$ cat src/rtl/lc3_pkg.sv
// Shared LC-3 definitions for the memory-access sequencer: opcodes,
// EAB offset-select encodings and the sequencer state type.
package lc3_pkg;

  localparam logic [3:0] OP_LD  = 4'b0010;
  localparam logic [3:0] OP_LDI = 4'b1010;
  localparam logic [3:0] OP_LDR = 4'b0110;
  localparam logic [3:0] OP_LEA = 4'b1110;
  localparam logic [3:0] OP_ST  = 4'b0011;
  localparam logic [3:0] OP_STI = 4'b1011;
  localparam logic [3:0] OP_STR = 4'b0111;

  localparam logic [1:0] EAB2_ZERO  = 2'b00;
  localparam logic [1:0] EAB2_OFF6  = 2'b01;
  localparam logic [1:0] EAB2_OFF9  = 2'b10;
  localparam logic [1:0] EAB2_OFF11 = 2'b11;

  typedef enum logic [2:0] {
    S_IDLE,
    S_ADDR,
    S_IND,
    S_IMAR,
    S_ACC,
    S_FIN
  } state_e;

  function automatic logic op_legal(input logic [3:0] op);
    case (op)
      OP_LD, OP_LDI, OP_LDR, OP_LEA, OP_ST, OP_STI, OP_STR: return 1'b1;
      default: return 1'b0;
    endcase
  endfunction

endpackage

$ cat src/rtl/lc3_wait_timer.sv
// Clearable, saturating 8-bit memory-wait counter; timeout_o flags when
// the count has reached WAIT_MAX.
module lc3_wait_timer #(
  parameter int unsigned WAIT_MAX = 15
) (
  input  logic clk_i,
  input  logic rst_i,
  input  logic clr_i,
  input  logic inc_i,
  output logic timeout_o
);

  localparam logic [7:0] LIMIT = 8'(WAIT_MAX);

  logic [7:0] cnt_q, cnt_d;

  always_comb begin
    cnt_d = cnt_q;
    if (clr_i) begin
      cnt_d = '0;
    end else if (inc_i && (cnt_q != '1)) begin
      cnt_d = cnt_q + 8'd1;
    end
  end

  always_ff @(posedge clk_i) begin
    if (rst_i) cnt_q <= '0;
    else       cnt_q <= cnt_d;
  end

  assign timeout_o = (cnt_q == LIMIT);

endmodule

$ cat src/rtl/lc3_mem_seq.sv
// Multi-cycle sequencer for LC-3 LD/LDI/LDR/LEA/ST/STI/STR: drives EAB
// selects, MAR/MDR/regfile strobes and handshakes with memory.
module lc3_mem_seq
  import lc3_pkg::*;
#(
  parameter int unsigned WAIT_MAX = 15
) (
  input  logic        clk,
  input  logic        rst,
  input  logic        start,
  input  logic [15:0] IR,
  input  logic        memRdy,
  output logic [15:0] irQ,
  output logic        selEAB1,
  output logic [1:0]  selEAB2,
  output logic        ldMAR,
  output logic        selMAR,
  output logic        ldMDR,
  output logic        selMDR,
  output logic        memEN,
  output logic        memWE,
  output logic        ldReg,
  output logic        selReg,
  output logic        ldCC,
  output logic        busy,
  output logic        done,
  output logic        err
);

  state_e      state_q, state_d;
  logic [15:0] irq_q, irq_d;
  logic        illegal_q, illegal_d;
  logic        waiting, timer_hit, timeout;

  logic [3:0] op;
  logic       is_load, is_store, is_ind, is_base;

  assign op       = irq_q[15:12];
  assign is_load  = (op == OP_LD) || (op == OP_LDI) || (op == OP_LDR);
  assign is_store = (op == OP_ST) || (op == OP_STI) || (op == OP_STR);
  assign is_ind   = (op == OP_LDI) || (op == OP_STI);
  assign is_base  = (op == OP_LDR) || (op == OP_STR);

  // Counter runs only while a memory request is outstanding; any other
  // state holds it cleared, so each IND/ACC entry starts from zero.
  assign waiting = (state_q == S_IND) || (state_q == S_ACC);
  assign timeout = waiting && timer_hit && !memRdy;

  lc3_wait_timer #(.WAIT_MAX(WAIT_MAX)) u_timer (
    .clk_i     (clk),
    .rst_i     (rst),
    .clr_i     (!waiting),
    .inc_i     (waiting && !memRdy),
    .timeout_o (timer_hit)
  );

  always_comb begin
    state_d   = state_q;
    irq_d     = irq_q;
    illegal_d = 1'b0;
    selEAB1   = 1'b0;
    selEAB2   = EAB2_ZERO;
    ldMAR     = 1'b0;
    selMAR    = 1'b0;
    ldMDR     = 1'b0;
    selMDR    = 1'b0;
    memEN     = 1'b0;
    memWE     = 1'b0;
    ldReg     = 1'b0;
    selReg    = 1'b0;
    ldCC      = 1'b0;
    done      = 1'b0;
    err       = illegal_q;

    case (state_q)
      S_IDLE: begin
        if (start) begin
          irq_d = IR;
          if (op_legal(IR[15:12])) state_d = S_ADDR;
          else                     illegal_d = 1'b1;
        end
      end
      S_ADDR: begin
        selEAB1 = is_base;
        selEAB2 = is_base ? EAB2_OFF6 : EAB2_OFF9;
        if (op == OP_LEA) begin
          ldReg   = 1'b1;
          selReg  = 1'b1;
          ldCC    = 1'b1;
          state_d = S_FIN;
        end else begin
          ldMAR  = 1'b1;
          ldMDR  = is_store;
          selMDR = is_store;
          state_d = is_ind ? S_IND : S_ACC;
        end
      end
      S_IND: begin
        memEN = 1'b1;
        if (memRdy) begin
          ldMDR   = 1'b1;
          state_d = S_IMAR;
        end else if (timeout) begin
          err     = 1'b1;
          state_d = S_IDLE;
        end
      end
      S_IMAR: begin
        ldMAR   = 1'b1;
        selMAR  = 1'b1;
        state_d = S_ACC;
      end
      S_ACC: begin
        memEN = 1'b1;
        memWE = is_store;
        if (memRdy) begin
          ldMDR   = !is_store;
          state_d = S_FIN;
        end else if (timeout) begin
          err     = 1'b1;
          state_d = S_IDLE;
        end
      end
      S_FIN: begin
        done    = 1'b1;
        ldReg   = is_load;
        ldCC    = is_load;
        state_d = S_IDLE;
      end
      default: state_d = S_IDLE;
    endcase
  end

  always_ff @(posedge clk) begin
    if (rst) begin
      state_q   <= S_IDLE;
      irq_q     <= '0;
      illegal_q <= 1'b0;
    end else begin
      state_q   <= state_d;
      irq_q     <= irq_d;
      illegal_q <= illegal_d;
    end
  end

  assign irQ  = irq_q;
  assign busy = (state_q != S_IDLE);

endmodule

$ cat config.mk
export PLATFORM = sky130hd
export DESIGN_NAME = lc3_mem_seq
export DESIGN_NICKNAME = d
export VERILOG_FILES = /design/src/rtl/lc3_pkg.sv /design/src/rtl/lc3_wait_timer.sv /design/src/rtl/lc3_mem_seq.sv
export SDC_FILE = /design/constraint.sdc
export NUM_CORES = 1
export LEC_CHECK = 0
export CAP_MARGIN = 10
export CELL_PAD_IN_SITES_DETAIL_PLACEMENT = 0
export CELL_PAD_IN_SITES_GLOBAL_PLACEMENT = 2
export CORE_UTILIZATION = 27
export CTS_BUF_LIST = sky130_fd_sc_hd__clkbuf_8
export CTS_CLUSTER_SIZE = 25
export DETAILED_ROUTE_END_ITERATION = 6
export PLACE_DENSITY = 0.93
export SYNTH_ARGS = -nofsm -noshare
export SYNTH_HDL_FRONTEND = slang
export SYNTH_HIERARCHICAL = 1
export SYNTH_SLANG_ARGS = --single-unit
$ cat constraint.sdc
create_clock -name clk -period 5.27 [get_ports clk]
set_input_delay 0.527 -clock clk [delete_from_list [all_inputs] [get_ports clk]]
set_output_delay 0.527 -clock clk [all_outputs]
set_load 0.1 [all_outputs]
== Word level (Yosys, flattened, before mapping) ==
Cells that the tools add are included.
Word-level totals
  output and inout port bits: 31
  logic and storage cells: 84
  memory bits (writable): 0
  bits of input ports: 20
  memories kept: 0
  bits in read-only memories: 0
  latch bits: 0
  register bits: 28
Operators by class
  add/sub/neg operators: 1
  multiply operators: 0
  shift-type cells: 0
  equality and inequality tests: 23
  bitwise operators: 3
  order comparisons: 0
  muxes and demuxes: 32
  div/mod/pow operators: 0
  reductions and logical operators: 21
Operators with widths (number)
  4-bit == test, second input constant: 6
  3-bit two-way mux: 7
  1-bit two-way mux: 19
  4-bit by 2-bit == test with 1-bit output, second input constant: 4
  4-bit by 3-bit == test with 1-bit output, second input constant: 4
  3-bit one-hot mux with 5 select lines: 1
  8-bit by 1-bit adder with 8-bit output, second input constant: 1
  8-bit by 4-bit == test with 1-bit output, second input constant: 1
  8-bit inequality test, second input constant: 1
  1-bit logical OR: 7
  7-bit OR reduction: 1
  3-bit by 2-bit == test with 1-bit output, second input constant: 2
  3-bit == test, second input constant: 2
  1-bit logical AND: 4
  2-bit two-way mux: 2
  2-bit inequality test, second input constant: 2
  1-bit one-hot mux with 2 select lines: 2
  2-bit AND reduction: 2
  2-bit OR reduction: 2
  3-bit by 1-bit == test with 1-bit output, second input constant: 1
  3-bit zero test: 1
  1-bit NOT: 3
  1-bit one-hot mux with 3 select lines: 1
  3-bit nonzero test: 1
  other kinds (2): 3

== Depth between registers and ports, before layout ==
  depth after elaboration: 8
  gate-level depth with buffers: 8
  mapped depth without buffers: 7

== Modules after synthesis ==
Netlist, hierarchy kept.
Modules (own cells, without submodules)
  lc3_mem_seq: times used 1, seq. area each 400.4 µm², cells each 131, area an instance 1009.7 µm²
  lc3_wait_timer: times used 1, seq. area each 160.2 µm², cells each 49, area an instance 435.4 µm²

== Worst setup path after synthesis ==
No wires, ideal clock.
  kind: register to output
  start point: register irq_q[13], in the netlist irQ[13]
  end point: output port memWE
  setup slack: 0.253 ns
  data required time: 4.743 ns
  buffers on the path: 1
  cell stages (with the launch flop): 4
  arrival: 4.490 ns
  path through: dfxtp_1 -> clkbuf_1 -> nand3_1 -> nor4b_1
On the way
  word-level cells in the longest chain between the ends: 4
  elaborated cells between the ends (all ways): 6
  those cells by class: 3 x eq/ne; 1 x mux; 2 x reduce/logical
Ends and longest elaborated chain
  start: declaration: RTL line lc3_mem_seq.sv:31  | logic [15:0] irq_q, irq_d;
  start signal: assignment: RTL line lc3_mem_seq.sv:141  | irq_q <= irq_d;
  4-bit by 2-bit == test with 1-bit output or 4-bit == test (tied branches): RTL line lc3_mem_seq.sv:40  | assign is_store = (op == OP_ST) || (op == OP_STI) || (op == OP_STR);
  1-bit logical OR: RTL line lc3_mem_seq.sv:40
  1-bit logical OR *: RTL line lc3_mem_seq.sv:40
  1-bit two-way mux *: RTL line lc3_mem_seq.sv:75  | case (state_q)
  end: declaration: RTL line lc3_mem_seq.sv:21  | output logic memWE,
Mark *: on every way between the ends. The rest lies on a longest branch, timed or not.

== Final worst setup path ==
  start point: register state_q[0]
  end point: output port ldMDR
On the way
  word-level cells in the longest chain between the ends: 2
  elaborated cells between the ends (all ways): 4
  those cells by class: 3 x eq/ne; 1 x mux
Ends and longest elaborated chain
  start: declaration: RTL line lc3_mem_seq.sv:30  | state_e state_q, state_d;
  start signal: assignment: RTL line lc3_mem_seq.sv:140  | state_q <= state_d;
  3-bit == test (tied with other cells): RTL line lc3_mem_seq.sv:75
  1-bit one-hot mux with 3 select lines *: RTL line lc3_mem_seq.sv:75
  end: declaration: RTL line lc3_mem_seq.sv:18  | output logic ldMDR,
Marks and branches as above.

==> flow_metrics.tcl <==
set metrics [dict create \
    finalClockSkew_ps 4.01 \
    routedWlPerCell_um 12.0 \
    hold_viol_final 0 \
    grt_pass1_wl_um 5590 \
    syn_nets 201 \
    grt_overflow_total 0 \
    drt-total-wl_um 3500 \
    r2r-start "state_q[1]$_SDFFE_PP0P_" \
    netlist_instances 180 \
    die_area_um2 5650 \
    grt_pass1_vias 1210 \
    start_util 0.281 \
    vias 1381 \
    gp_congestion 0.737 \
    grt_max_degree 24 \
    die_width_um 75.2 \
    ys_ff_latch 28 \
    cts-root-buf "clkbuf_8" \
    ios 51 \
    cp-end-kind "output pin" \
    min_path_cells 2 \
    coreArea_um2 5140 \
    fmax_mhz 285 \
    synth_top_cell_by_area "dfxtp_1" \
    worstSetupPathType "reg -> out" \
    tightest_slew_ps 985 \
    fin_setup_tns_ps 0 \
    timing.critical_path.from_type "flop" \
    min_to "irQ[1]$_SDFFE_PP0P_" \
    worstHoldPathType "reg -> reg" \
    yosysMostFrequentCell "nand2_1" \
    rsz0062_at_grt "false" \
    required_ps 4740 \
    synth_cell_type_count 47 \
    antenna_found_initial 0 \
    cts_sinks 28 \
    synth_edf_count 0 \
    fin_crit_ps 3510 \
    reg2reg_slack_ps 3030 \
    arrival_ps 2980 \
    synthArstFlopShare 0 \
    synth_flop_cell "dfxtp_1" \
    crit_fanout 14 \
    slew_headroom 0.341 \
    fin_total_pwr_uw 563 \
    diodes 0 \
    syn-mean-instance-area_um2 8.03 \
    worst_skew_pair.late_latency_ps 270 \
    drive_above_1_share 0.0362 \
    io_buffers 50 \
    areaGrowthSynthToFinish_pct 38.5 \
    cts.clk_slew.worst_paths_ps 90 \
    hpwlAfterDp_um 2530 \
    ctsHoldBuffers 0 \
    drtAntennaViolNets 0 \
    cts_inserted_buffers 3 \
    cts.path.max_buffers 2 \
    cts_tree "built" \
    post-route-period-util 0.666 \
    yosysSeqAreaShare 0.388 \
    die_h_um 75.2 \
    yosys-top-cells-count "nand2_1 (42), dfxtp_1 (28), a21oi_1 (19)" \
    maxSlewViolCount 0 \
    r2r-end "u_timer/cnt_q[5]$_SDFFE_PP0P_" \
    status "finished, final reports clean" \
    setup_viol 0 \
    hp-start "irQ[1]$_SDFFE_PP0P_" \
    htreeDepth 1 \
    vias_per_cell 4.75 \
    powerDensity_nw_per_um2 281 \
    yosys.area.top_type_share 0.388 \
    netlist_area_um2 1450 \
    cts-resized-gates 0 \
    num_rows 26 \
    r2r_cells 7 \
    cts_setup_buffers 0 \
    firstDrtPassIters 4 \
    yosysWarnings 6 \
    ir_worst_vdd_mv 0.112 \
    drtIter0Drc 69 \
    nets 244 \
    synth_area_leaders "dfxtp_1 (39%), nand2_1 (11%), a21oi_1 (6.6%)" \
    maxCapViolations 0 \
    track_usage 0.131 \
    p_leak_uw 0.000680 \
    drc 0 \
]
metal layers:
layer  vias up  GRT usage  wire length (µm)
met5         -          0                 0
li1        718          -                 -
met1       629      0.172              1690
met2        30      0.207              1610
met4         0     0.0514                40
met3         4     0.0295               161
layout make-up:
| type | count | area [µm²] |
|---|---|---|
| fillers | 562 | 3140 |
| multi-input cells | 134 | 790 |
| flip-flops and latches | 28 | 561 |
| repair buffers | 50 | 500 |
| well taps | 70 | 87.6 |
| clock buffers | 3 | 41.3 |
| inverters | 6 | 22.5 |
stage by stage:
step | cell area [µm²] | hold slack (ps) | cells | utilization | setup WS (ps)
after floorplan | 1450 | 465 | 180 | - | 253
after global placement | 1960 | 442 | 288 | 0.381 | 2050
after detailed placement | 1960 | 446 | 288 | 0.381 | 2020
after CTS | 2000 | 459 | 291 | 0.389 | 1740
after global routing | 2000 | 486 | 291 | 0.389 | 1630
final | 2000 | 457 | 291 | 0.389 | 1760
worst max path at each step:
| stage | startpoint | endpoint | slack [ps] | cells past startpoint |
|---|---|---|---|---|
| floorplan | irQ[13]$_SDFFE_PP0P_ | memWE | 250 | 3 |
| global placement | memRdy | ldMDR | 2050 | 5 |
| detailed placement | memRdy | ldMDR | 2020 | 5 |
| CTS | state_q[0]$_SDFFE_PP0P_ | ldMDR | 1740 | 4 |
| global route | state_q[0]$_SDFFE_PP0P_ | ldMDR | 1630 | 4 |
| finish | state_q[0]$_SDFFE_PP0P_ | ldMDR | 1760 | 4 |
cell families after synthesis:
kind of cell,share of synthesized area
multiplexers,0.0208
AO/OA/AOI/OAI,0.177
XOR/XNOR,0.00606
adder cells (fa/ha/maj),0.00866
buffers and inverters,0.0658
flip-flops,0.388
AND/OR/NAND/NOR,0.333
power breakdown:
group	switching, µW	internal (µW)
clock network	65.0	51.4
logic	153	55.5
registers	14.3	224
total	233	331
worst max-delay path, cell delays in order (launching register included):
cell	delay [ps]
dfxtp_1	590
or3b_1	460
or3b_1	410
o211ai_1	90
clkdlybuf4s50_1	1160
sequential cells by signal (all words and copies together) (netlist names):
signal / cells
irQ: 16
illegal_q: 1
state_q: 3
u_timer/cnt_q: 8
cells in the final DEF, fill, tap and decap left out, drive strengths merged, types with 2 or more instances in the layout:
master / instances
clkdlybuf4s50: 50
nand2: 42
dfxtp: 28
a21oi: 19
inv: 6
nor3: 6
nor2: 6
nand4: 5
nand3: 5
nand2b: 4
a211oi: 4
or3: 3
o21ai: 3
clkbuf: 3
mux2i: 3
and4: 3
nor2b: 2
or3b: 2
or4b: 2
o2bb2a: 2
a31oi: 2
nor4b: 2
No activity file was read; power rests on OpenSTA's default activity.
